[src/rtl/fifo_rd_pkg.sv]
// fifo_rd_pkg: shared defaults and buffer-occupancy encoding for the FIFO stream reader.
`default_nettype none

package fifo_rd_pkg;

   localparam int DATA_W_DFLT = 8;
   localparam int CNT_W_DFLT  = 16;

   typedef enum logic [1:0] {
      OCC_EMPTY = 2'd0,
      OCC_ONE   = 2'd1,
      OCC_TWO   = 2'd2
   } occ_e;

endpackage

`default_nettype wire

[src/rtl/fifo_skid_buf.sv]
// fifo_skid_buf: two-entry output buffer; head is the word currently presented downstream.
`default_nettype none

module fifo_skid_buf
   import fifo_rd_pkg::*;
#(
   parameter int DATA_W = DATA_W_DFLT
) (
   input  logic              clk,
   input  logic              rst_n,
   input  logic              capture_i,
   input  logic              pop_i,
   input  logic [DATA_W-1:0] wdata_i,
   output logic [DATA_W-1:0] head_o,
   output occ_e              occ_o
);

   occ_e              occ_q;
   logic [DATA_W-1:0] head_q;
   logic [DATA_W-1:0] tail_q;

   always_ff @(posedge clk or negedge rst_n) begin
      if (!rst_n) begin
         occ_q  <= OCC_EMPTY;
         head_q <= '0;
         tail_q <= '0;
      end else begin
         case (occ_q)
            OCC_EMPTY: begin
               if (capture_i) begin
                  head_q <= wdata_i;
                  occ_q  <= OCC_ONE;
               end
            end
            OCC_ONE: begin
               // Simultaneous capture and pop: the arriving word replaces the departing head.
               if (capture_i && pop_i) begin
                  head_q <= wdata_i;
               end else if (capture_i) begin
                  tail_q <= wdata_i;
                  occ_q  <= OCC_TWO;
               end else if (pop_i) begin
                  occ_q  <= OCC_EMPTY;
               end
            end
            OCC_TWO: begin
               if (pop_i) begin
                  head_q <= tail_q;
                  occ_q  <= OCC_ONE;
               end
            end
            default: occ_q <= OCC_EMPTY;
         endcase
      end
   end

   a_no_capture_when_full: assert property (
      @(posedge clk) disable iff (!rst_n) !(capture_i && (occ_q == OCC_TWO))
   );

   assign head_o = head_q;
   assign occ_o  = occ_q;

endmodule

`default_nettype wire

[src/rtl/fifo_stream_reader.sv]
// fifo_stream_reader: pops sync_fifo and streams words on valid/ready, hiding the FIFO's read latency.
`default_nettype none

module fifo_stream_reader
   import fifo_rd_pkg::*;
#(
   parameter int DATA_W = DATA_W_DFLT,
   parameter int CNT_W  = CNT_W_DFLT
) (
   input  logic              clk,
   input  logic              rst_n,
   input  logic              fifo_empty,
   input  logic [DATA_W-1:0] fifo_rdata,
   output logic              fifo_rinc,
   output logic              m_valid,
   input  logic              m_ready,
   output logic [DATA_W-1:0] m_data,
   input  logic              pause,
   output logic              idle,
   output logic [CNT_W-1:0]  beat_cnt
);

   occ_e             occ;
   logic             inflight_q;
   logic             pop;
   logic [2:0]       level;
   logic             room;
   logic [CNT_W-1:0] beat_cnt_q;
   logic [CNT_W-1:0] beat_cnt_d;

   fifo_skid_buf #(
      .DATA_W (DATA_W)
   ) u_buf (
      .clk       (clk),
      .rst_n     (rst_n),
      .capture_i (inflight_q),
      .pop_i     (pop),
      .wdata_i   (fifo_rdata),
      .head_o    (m_data),
      .occ_o     (occ)
   );

   assign m_valid = (occ != OCC_EMPTY);
   assign pop     = m_valid & m_ready;

   // Buffered plus in-flight words, less the one leaving now, must stay below two.
   assign level     = {1'b0, occ} + {2'b00, inflight_q};
   assign room      = (level < 3'd2) || (pop && (level == 3'd2));
   assign fifo_rinc = rst_n & ~pause & ~fifo_empty & room;

   assign beat_cnt_d = pop ? (beat_cnt_q + CNT_W'(1)) : beat_cnt_q;

   always_ff @(posedge clk or negedge rst_n) begin
      if (!rst_n) begin
         inflight_q <= 1'b0;
         beat_cnt_q <= '0;
      end else begin
         inflight_q <= fifo_rinc;
         beat_cnt_q <= beat_cnt_d;
      end
   end

   assign idle     = ~m_valid & ~inflight_q;
   assign beat_cnt = beat_cnt_q;

endmodule

`default_nettype wire

[config.mk]
export PLATFORM = sky130hd
export DESIGN_NAME = fifo_stream_reader
export DESIGN_NICKNAME = d
export VERILOG_FILES = /design/src/rtl/fifo_rd_pkg.sv /design/src/rtl/fifo_skid_buf.sv /design/src/rtl/fifo_stream_reader.sv
export SDC_FILE = /design/constraint.sdc
export NUM_CORES = 1
export LEC_CHECK = 0
export ABC_AREA = 0
export BUFFER_PORTS_ARGS = -buffer_cell sky130_fd_sc_hd__buf_2
export CELL_PAD_IN_SITES_DETAIL_PLACEMENT = 1
export CELL_PAD_IN_SITES_GLOBAL_PLACEMENT = 1
export CORE_UTILIZATION = 44
export DETAILED_ROUTE_END_ITERATION = 7
export GPL_ROUTABILITY_DRIVEN = 0
export PLACE_DENSITY = 0.9
export SKIP_CTS_REPAIR_TIMING = 1
export SYNTH_ARGS = -nofsm -noshare
export SYNTH_HDL_FRONTEND = slang
export SYNTH_SLANG_ARGS = --single-unit
[constraint.sdc]
create_clock -name clk -period 3.2 [get_ports clk]
set_clock_uncertainty 0.15 [all_clocks]
set_input_delay 0.64 -clock clk [delete_from_list [all_inputs] [get_ports clk]]
set_output_delay 0.64 -clock clk [all_outputs]
set_load 0.01 [all_outputs]
# After elaboration in Yosys (flattened, before gate mapping)
# Cells that the tools add are included.
# word_totals
regBits	35
latchBits	0
mem_bits_rw	0
romBits	0
input_bits	13
out_inout_bits	27
elab_cells	45
memories	0
# op_classes
n_addsub	2
multipliers	0
n_div	0
magnitude_cmp	1
eq_ne	8
n_shift	0
muxes	10
n_bitwise	10
n_reduce_logical	9
# op_table
op	n
8-bit two-way mux	3
8-bit one-hot mux with 3 select lines	1
16-bit by 1-bit adder with 16-bit output, second input constant	1
2-bit two-way mux	5
4-bit AND reduction	2
2-bit != test, second input constant	3
2-bit one-hot mux with 3 select lines	1
1-bit bitwise AND	5
1-bit NOT	5
2-bit by 1-bit adder with 3-bit output	1
3-bit by 2-bit == test with 1-bit output, second input constant	1
3-bit by 2-bit < comparator with 1-bit output, second input constant	1
3-bit != test, second input constant	1
3-bit AND reduction	1
3-bit nonzero test	1
2-bit by 1-bit == test with 1-bit output, second input constant	1
2-bit == test, second input constant	1
1-bit logical AND	2
2-bit zero test	1
2-bit by 1-bit != test with 1-bit output, second input constant	1
2-bit nonzero test	1
1-bit logical OR	1

# Depth between registers and ports, before layout
# Gate-level depths: netlist of the first run.
# logic_depth
word_depth	6
depth_mapped	5
ltp_nobuf	5

# Cells and area by module
# Synthesis of the first run repeated with hierarchy kept, for this count alone.
# unflattened
cells_unflattened	124
hier_area_um2	1626.6
# by_module_without_submodules
module	n_inst	cells_each	area_each_um2	seq_area_each_um2
fifo_stream_reader	1	71	818.3	425.4
fifo_skid_buf	1	53	808.3	450.4

# Worst setup path after synthesis of the first run
# No wires, ideal clock.
# synth_path
path_type	flip-flop to output port
from	reg u_buf.occ_q[0], in the netlist u_buf.occ_o[0]
to	out fifo_rinc
arrival_ps	1514
slack_ps	896
stages_incl_launch_ff	6
path_buffers	1
cell_sequence	dfrtp_1 buf_2 or2_2 and2_1 a31oi_1 nor4b_1
# synth_via
elab_chain_len	5
# synth_lines
item	line_no	rtl
start, declared	fifo_skid_buf.sv:18	occ_e occ_q;
start signal, assigned	fifo_skid_buf.sv:24	occ_q <= OCC_EMPTY;
start signal, assigned	fifo_skid_buf.sv:32	occ_q <= OCC_ONE;
start signal, assigned	fifo_skid_buf.sv:41	occ_q <= OCC_TWO;
2-bit nonzero test	fifo_stream_reader.sv:43	assign m_valid = (occ != OCC_EMPTY);
net m_valid	fifo_stream_reader.sv:15	output logic m_valid,
1-bit bitwise AND	fifo_stream_reader.sv:44	assign pop = m_valid & m_ready;
1-bit logical AND	fifo_stream_reader.sv:48	assign room = (level < 3'd2) || (pop && (level == 3'd2));
1-bit logical OR	fifo_stream_reader.sv:48	
1-bit bitwise AND	fifo_stream_reader.sv:49	assign fifo_rinc = rst_n & ~pause & ~fifo_empty & room;
end, declared	fifo_stream_reader.sv:14	output logic fifo_rinc,
# The timed path passes the listed nets, and every way through them passes these cells.

# Worst setup path in the final report of the first run
# layout_path
from	reg u_buf.occ_q[0], in the netlist u_buf.occ_o[0]
to	out fifo_rinc
# layout_via
elab_chain_len	5
# layout_lines
item	line_no
branches (longest 3 deep; another with 2-bit by 1-bit adder with 3-bit output)	-
1-bit logical OR (*)	fifo_stream_reader.sv:48
1-bit bitwise AND (*)	fifo_stream_reader.sv:49
# Every way passes the cells marked *.

==> run metrics, run 1 <==
CTS Root Cell clkbuf_8; leakage power around 1.0 nW; Sinks on Clock Net 35; dominant cells by area after synthesis dfrtp_1, mux2_2, mux2i_1; Crit. End Element primary output; Slew @ Worst Pin ~0.43 ns; CP startpoint u_buf.occ_o[0]; clk slew on worst S/H paths about 0.070 ns; post-layout util 58.49%; Initial Util 47.47%; Die Ht 62.94 um; Startpoint Class register; total die area slightly below 0.004 mm^2; outcome finished, final reports clean; count of non-filler cells in the finished layout 224; vias per inst 5.210; later-pin clock latency in the skew report approximately 0.30 ns; Mean Syn Cell Area 12.29 um^2; min cycle time layout about 2.8 ns; Synthesis Warnings 0; PD cells between 600 and 700 mW/mm^2; CP Class reg2out; drt initial violations 21; DR vias between 1000 and 1500; Yosys top cell area share ~54%; total gr overflow 0; Synth Register Bits 35; CTS tree yes; Synth Area in Compound Gates slightly below 7%; initial antenna violation count 0; Synth Area in XOR/XNOR ~8.0%; commonest cells after routing, fill and taps aside buf_2, dfrtp_1, nor2_1; final WL between 3000 and 4000 um; Cell Area, Synth ~0.0016 mm^2; drt first pass iters 4; FF/Latch Area just under 900 um^2; Max clock buf depth 2; delay-heaviest family, CP flip-flops; Max-cap violations 0; slowest stage delay, CP ~0.60 ns; Buf+Inv Stages, Crit Path 2; largest net degree at the start of global routing 36; worst path cell trace ha_1 > inv_1 > ha_1 > a31oi_1 > nor4b_1 > buf_2; Slew Limit Fails 0; H-tree Lvls 2; Post-Synthesis Cells approximately 130; DRT antenna net count 0; Worst path most repeated cell ha_1; Total GRT Usage 20.71%; Fillers ~380; most common cell after layout, fill and taps aside buf_2; unrepaired setup endpoints after global routing false; Synth cell types 29; Post-Synth Adder-Cell Area between 3 and 4%; max frequency between 0.3 and 0.4 GHz; PnR worst setup slack about 0.38 ns; crit path max-delay cell type dfrtp_1; type of the most critical hold path in2async; multiplexer share of the synthesized area a little under an eighth; Setup WS pre-CTS 0.6247 ns; Final Cycle Share 88.17%; share of cells above drive strength 1 between 30% and 40%; # port buffers 39; final setup vio count 0; CP Data Arrival Time around 2 ns; drt wl/cell 15.22 um; die span in x 62.94 um; worst rel slew slack 71.01%; setup tns final 0 ns; vias in the first global route ~1300; total CTS buffers 5; register area share after synthesis a little over half; core footprint roughly 0.0034 mm^2; antenna fix cells 0; area delta synth->final 23.20%; Rows 21; Worst EP required ~2.4 ns; net count of the mapped netlist 150; main combinational cell family by area after synthesis simple AND/OR/NAND/NOR gates; Simple-Gate Fraction of Synth Area 15.24%; Final #Nets 194; first-pass GRT wire length ~6000 um; Final Hold Viols 0; maximum vdd drop between 0.3 and 0.4 mV; Reg-to-Reg Start u_buf.occ_o[1]; DRC viols 0; area occupied by multi-input gates between 700 and 800 um^2; crit-path max FO 9; cell taking the most area after synthesis dfrtp_1; placed insts about 220; dpl hpwl between 2000 and 2500 um; I/O pin cnt 40
-- state kept, by name, indices dropped and copies added (netlist names) --
signal        flops
u_buf.occ_o       2
beat_cnt         16
u_buf.tail_q      8
u_buf.head_o      8
inflight_q        1
-- report_power, final --
part	switching (W)	internal, W
Sequential	0.0000782	0.000531
Clock	0.000166	0.000311
Combinational	0.000140	0.000124
-- layer usage --
metal / part of all wire (%) / GRT usage (%) / vias up
met5: 0 / 0 / -
met4: 1.5 / 10.47 / 0
met3: 4.8 / 5.657 / 5
met2: 50 / 34.27 / 26
met1: 44 / 24.47 / 586
li1: - / - / 550
-- stage by stage --
step	cell area, um^2	hold slack (ns)	total power [W]
final	2013	0.2396	0.001350
after floorplan	1634	0.1944	0.0007626
after detailed placement	1877	0.3105	0.0008849
after global routing	2013	0.2931	0.001425
after global placement	1877	0.3066	0.0008601
after CTS	2013	0.2586	0.001366
-- layout make-up --
class	instances	area share (%)
Clock buffer	5	3.418
Clock inverter	3	3.356
Inverter	2	0.3729
Multi-Input combinational cell	93	36.42
Sequential cell	35	43.51
Tap cell	46	2.859
Timing Repair Buffer	40	10.07
-- worst paths after layout --
kind | end | slack, ns | cells after the start
max | fifo_rinc | 0.38 | 6
min | beat_cnt[2] | 0.24 | 2
max reg2reg | u_buf.tail_q[6] | 1.28 | 3
min reg2reg | beat_cnt[15] | 0.32 | 1
max in group asynchronous | beat_cnt[13] | 2.35 | 2
min in group clk | beat_cnt[15] | 0.32 | 1
-- synthesized netlist by cell type, drive strengths merged --
cell type  instances
a21oi             10
a31oi              1
ha                 4
o211ai             1
xor2               9
o22ai              1
nor4               1
nand2              5
buf                3
nor2              14
and3               7
xnor2              6
nand3              7
nor4b              1
nor3b              1
and3b              1
o2bb2ai            1
nor2b              1
mux2i              9
mux2               9
and2               1
dfrtp             35
or2                1
inv                2
nor3               2
-- cells by family (layout without fill, tap and decap cells) --
group,count (synthesis),after routing
AOI/OAI and AO/OA,14,14
xor gates and xnor gates,15,15
adders and majority gates,4,4
buffers and inverters,5,50
DFF,35,35
muxes,18,18
and+or+nand+nor,42,42
Power figures use the tool's default switching activity.
==> run 2: changes to the inputs <==
CORE_UTILIZATION = 45   (was 44)
PLACE_DENSITY = 0.91   (was 0.9)
SYNTH_HIERARCHICAL = 1   (was unset)
==> run 2 against run 1 <==
Against the previous run: via count is 3.6% lower; critical path depth is the same; setup slack better by 0.046 ns; clock power fell by 51%; register-to-register slack got worse by 0.29 ns.
==> run metrics, run 2 <==
grt met3 use 7.537% (+1.9 points); CP Data Arrival Time 1.99 ns (-0.04 ns); DRT antenna net count 0 (unchanged); Setup WS pre-CTS 0.6433 ns (+0.01861 ns); main combinational cell family by area after synthesis multiplexers; multiplexer share of the synthesized area 17.23% (+5.5 points); Sinks on Clock Net 35 (unchanged); DR vias 1125 (-3.6%); Total GRT Usage 19.58% (-1.1 points); Synth Area in Compound Gates 3.077% (-3.7 points); vias in the first global route 1213 (-4.9%); total gr overflow 0 (unchanged); drt initial violations 7 (-67%); Crit. End Element primary output; area delta synth->final 18.31%; vias per inst 5.208 (about the same); Fillers 376 (+0.27%); most common cell after layout, fill and taps aside buf_2; Final #Nets 186 (-4.1%); Mean Syn Cell Area 13.12 um^2 (+6.8%); Worst EP required 2.41 ns (about the same); Final Hold Viols 0 (unchanged); max FFs per register 16 (unchanged); most used routing layer met2; outcome finished, final reports clean; DRC viols 0 (unchanged); clk slew on worst S/H paths 0.10 ns (+0.03 ns); first-pass GRT wire length 5761 um (-6.1%); Synth Area in XOR/XNOR 8.077% (+0.037 points); GR Util met2 32.69% (-1.6 points); met1 Usage GRT 22.16% (-2.3 points); PD cells 714.4 mW/mm^2 (+6.5%); max frequency 0.3603 GHz (+1.7%); worst reg2reg path depth 4 (+1); CP Class reg2out; antenna fix cells 0 (unchanged); CP startpoint u_buf/occ_o[0]; crit-path max FO 8 (-1); FF/Latch Area 875.8 um^2 (unchanged); Max clock buf depth 2 (unchanged); Post-Synth Adder-Cell Area 3.077% (+0.014 points); register area share after synthesis 53.85% (+0.25 points); # port buffers 39 (unchanged); drt first pass iters 2 (-2); Yosys top cell area share 53.85% (+0.25 points); largest net degree at the start of global routing 36 (unchanged); commonest cells after routing, fill and taps aside buf_2, dfrtp_1, mux2_2; share of cells above drive strength 1 46.47% (+10 points); r2r setup slk 0.99 ns (-0.29 ns); Synthesis Warnings 6 (+6); Post-synth EDFFs 0 (unchanged); Synth Register Bits 35 (unchanged); drt wl/cell 14.97 um (-1.6%); initial antenna violation count 0 (unchanged); Synth Flop Type dfrtp_1; min cycle time layout 2.775 ns (-0.04594 ns); area occupied by multi-input gates 723.2 um^2 (-1.4%); cell taking the most area after synthesis dfrtp_1; Final Cycle Share 86.73% (-1.4 points); Reg-to-Reg Start u_buf/occ_o[1]; RR Endpoint u_buf/tail_q[2]; Rows 21 (unchanged); die span in x 62.12 um (-1.3%); Async SR Flop Fraction 100.0% (unchanged); core footprint 0.003390 mm^2 (-1.5%); Post-Synthesis Cells 124 (-6.8%); Slew Limit Fails 0 (unchanged); Max-cap violations 0 (unchanged); dominant cells by area after synthesis dfrtp_1, mux2_2, xnor2_1; worst rel slew slack 66.81% (-4.2 points); Synth cell types 31 (+6.9%); net count of the mapped netlist 141 (-6.0%); PnR worst setup slack 0.4245 ns (+0.04594 ns); Simple-Gate Fraction of Synth Area 13.00% (-2.2 points); final WL 3234 um (-5.2%); leakage power 0.9460 nW (-7.4%); I/O pin cnt 40 (unchanged); type of the most critical hold path in2async; CTS Root Cell clkbuf_4; Initial Util 47.99% (+0.51 points); Startpoint Class register; final setup vio count 0 (unchanged); Post-synth top cells dfrtp_1, mux2_2, xnor2_1; CTS tree yes; H-tree Lvls 2 (unchanged); Die Ht 62.12 um (-1.3%); unrepaired setup endpoints after global routing false; dpl hpwl 2490 um (+1.1%); crit path capture fifo_rinc; later-pin clock latency in the skew report 0.33 ns (+0.03 ns); setup tns final 0 ns (unchanged); total CTS buffers 5 (unchanged); maximum vdd drop 0.3984 mV (+8.1%); count leader, synth dfrtp_1; total die area 0.003859 mm^2 (-2.6%); Cell Area, Synth 0.001627 mm^2 (-0.46%); Slew @ Worst Pin 0.4978 ns (+0.06365 ns)
[run 2: cell types whose count changed after synthesis, sizes merged, moves of 2 or more]
cell / previous run / this run
and3: 7 / 2
nand2: 5 / 10
mux2i: 9 / 1
a21oi: 10 / 1
xnor2: 6 / 11
mux2: 9 / 24
o21ai: 0 / 2
nand4: 0 / 2
xor2: 9 / 4
nor2: 14 / 4
[run 2: area by class of cell]
| type | instances | area share (%) |
|---|---|---|
| inverters | 3 | 0.5852 |
| clock buffers | 6 | 2.146 |
| clock inverters | 2 | 0.6502 |
| repair buffers | 40 | 10.53 |
| multi-input cells | 84 | 37.58 |
| well taps | 46 | 2.991 |
| flip-flops and latches | 35 | 45.51 |
[run 2: kinds of logic after synthesis]
family          count (synthesis)
compound gates                  6
fa+ha+maj                       4
simple gates                   34
buf+inv                         5
xor+xnor                       15
mux                            25
flops                          35
[run 2: worst min path at each step]
stage,startpoint,endpoint,slack [ns]
floorplan,rst_n,beat_cnt[0],0.19
CTS,rst_n,u_buf/head_o[4],0.20
detailed placement,beat_cnt[15],beat_cnt[15],0.32
global placement,beat_cnt[15],beat_cnt[15],0.31
finish,rst_n,beat_cnt[6],0.20
global route,rst_n,beat_cnt[6],0.22
[run 2: power by group]
| part | switching (W) | internal, W | total, W |
|---|---|---|---|
| clock | 0.000147 | 0.0000847 | 0.000232 |
| combinational | 0.000210 | 0.000234 | 0.000443 |
| sequential | 0.000121 | 0.000579 | 0.000699 |
[run 2: critical path, cell delays in order, from the launching register on]
cell and delay, ns:
dfrtp_1 0.52, ha_1 0.23, inv_1 0.05, ha_1 0.27, a31oi_1 0.07, nor4b_1 0.32
buf_2 0.20
[run 2: layer usage]
layer	part of all wire, %	up-vias
li1	-	524
met1	43	555
met2	50	37
met3	5.7	9
met4	1.8	0
met5	0	-
[run 2: per-stage QoR]
stage,instances,cell area [um^2],power (W),hold slack [ns],utilization [%]
CTS,216,1924,0.001397,0.2009,56.77
finish,216,1924,0.001375,0.2012,56.77
global route,216,1924,0.001475,0.2173,56.77
detailed placement,208,1871,0.001162,0.3159,55.19
floorplan,124,1627,0.0009798,0.1944,-
global placement,208,1871,0.001119,0.3070,55.19
==> run 3: changes to the inputs <==
CORE_MARGIN = 4   (was unset)
clock period = 3.4 ns   (was 3.2 ns; I/O delays follow)
==> run 3 against run 2 <==
Against the previous run: combinational power is 6.1% lower; via count is 1.5% lower; first-iteration DRC count grew to 4.4 times the previous value; register-to-register slack better by 0.19 ns; cell area is 0.19% higher; die area is 20% higher; sequential share of layout area is 0.089 points lower; worst hold slack better by 0.053 ns; global-route usage is 2.7 points lower; setup slack better by 0.17 ns; largest cell class unchanged; highest routed layer unchanged.
==> run metrics, run 3 (synthesis results as in run 2) <==
CP Class reg2out; first-pass GRT wire length 5706 um (-0.95%); drt initial violations 31 (+24); Max-cap violations 0 (unchanged); crit-path max FO 8 (unchanged); min cycle time layout between 2 and 3 ns; Startpoint Class register; Internal 0.0008429 W (-6.1%); core footprint 0.003416 mm^2 (+0.78%); Slew Limit Fails 0 (unchanged); Sinks on Clock Net 35 (unchanged); Net Sw Frac 34.99% (+0.25 points); later-pin clock latency in the skew report 0.33 ns (about the same); max frequency between 0.3 and 0.4 GHz; clk slew on worst S/H paths 0.11 ns (about the same); initial antenna violation count 0 (unchanged); Initial Util 47.62% (-0.37 points); total gr overflow 0 (unchanged); type of the most critical hold path in2async; r2r setup slk 1.18 ns (+0.19 ns); setup tns final 0 ns (unchanged); die span in x 68.12 um (+9.7%); max FFs per register 16 (unchanged); CTS tree yes; met1 Usage GRT 19.54% (-2.6 points); largest net degree at the start of global routing 36 (unchanged); Final #Nets 186 (unchanged); most used routing layer met2; clock power share 17.1% (+0.2 points); unrepaired setup endpoints after global routing false; Rows 21 (unchanged); vias per inst 5.130 (-1.5%); final setup vio count 0 (unchanged); NetSw 0.0004536 W (-5.0%); GR Util met2 29.12% (-3.6 points); DRC viols 0 (unchanged); outcome finished, final reports clean; maximum vdd drop 0.3046 mV (-24%); Worst EP required 2.57 ns (+0.16 ns); total die area 0.004640 mm^2 (+20%); Comb pwr share 32.1% (-0.2 points); CP Data Arrival Time 1.98 ns (about the same); CTS Root Cell clkbuf_4; total CTS buffers 5 (unchanged); grt met3 use 5.911% (-1.6 points); Final Hold Viols 0 (unchanged); Total GRT Usage 16.88% (-2.7 points); H-tree Lvls 2 (unchanged); leakage power 0.9449 nW (-0.11%); I/O pin cnt 40 (unchanged); DRT antenna net count 0 (unchanged); Crit. End Element primary output; Slew @ Worst Pin 0.4536 ns (-0.04413 ns); commonest cells after routing, fill and taps aside buf_2, dfrtp_1, mux2_2; post-layout util 56.45% (-0.33 points); # port buffers 39 (unchanged); drt first pass iters 4 (+2); share of cells above drive strength 1 47.06% (+0.59 points); DR vias 1108 (-1.5%); worst rel slew slack 69.76% (+2.9 points); antenna fix cells 0 (unchanged); Final Cycle Share slightly above 80%; final WL 3256 um (+0.68%); area delta synth->final 18.54%; Die Ht 68.12 um (+9.7%); dpl hpwl 2489 um (about the same); power share of the sequential group 50.8% (about the same); PD cells 672.4 mW/mm^2 (-5.9%); drt wl/cell 15.07 um (+0.68%); most common cell after layout, fill and taps aside buf_2; vias in the first global route 1212 (-0.082%); Max clock buf depth 2 (unchanged)
## run 3: changes by cell type in the layout (fill, tap and decap cells not counted)
cell and change:
clkbuf_1 -1, clkinvlp_4 +1
## run 3: per-stage QoR
stage	total power (W)	instance area, um^2	worst slack, ns	hold slack, ns	std cells
floorplan	0.0009222	1627	1.004	0.2344	124
global placement	0.001056	1871	0.8516	0.3052	208
detailed placement	0.001092	1871	0.7880	0.3119	208
CTS	0.001323	1928	0.5461	0.2392	216
global route	0.001405	1928	0.3710	0.2653	216
finish	0.001297	1928	0.5925	0.2541	216
## run 3: power groups by stage
stage	Combinational [W]	Sequential (W)	Clock (W)
floorplan	0.000241	0.000681	0
global placement	0.000402	0.000654	0
detailed placement	0.000425	0.000667	0
CTS	0.000426	0.000661	0.000236
global route	0.000465	0.000684	0.000257
finish	0.000416	0.000659	0.000221
## run 3: worst paths after layout
check	to	cells after the start	from
setup / recovery	fifo_rinc	6	u_buf/occ_o[0]
hold / removal	beat_cnt[5]	2	rst_n
setup reg to reg	u_buf/tail_q[3]	4	u_buf/occ_o[1]
hold reg to reg	beat_cnt[15]	1	beat_cnt[15]
max in group asynchronous	u_buf/head_o[4]	2	rst_n
min in group clk	beat_cnt[15]	1	beat_cnt[15]
## run 3: cell type report
| class | count | area, um^2 |
|---|---|---|
| sequential | 35 | 875.8 |
| clock buffer | 5 | 37.54 |
| inverter | 3 | 11.26 |
| fill | 383 | 1488 |
| timing repair buffer | 40 | 202.7 |
| tap | 46 | 57.56 |
| multi-input combinational | 84 | 723.2 |
| clock inverter | 3 | 20.02 |
## run 3: metal layers
metal / share of wire (%) / routed length, um
met5: 0 / 0
met4: 0.46 / 15
met3: 6.6 / 215
met2: 49 / 1596
met1: 44 / 1428
## run 3: critical path: stages, from the launching register on
cell     delay, ns
dfrtp_1       0.53
ha_1          0.23
inv_1         0.06
ha_1          0.26
a31oi_1       0.07
nor4b_1       0.30
buf_2         0.20
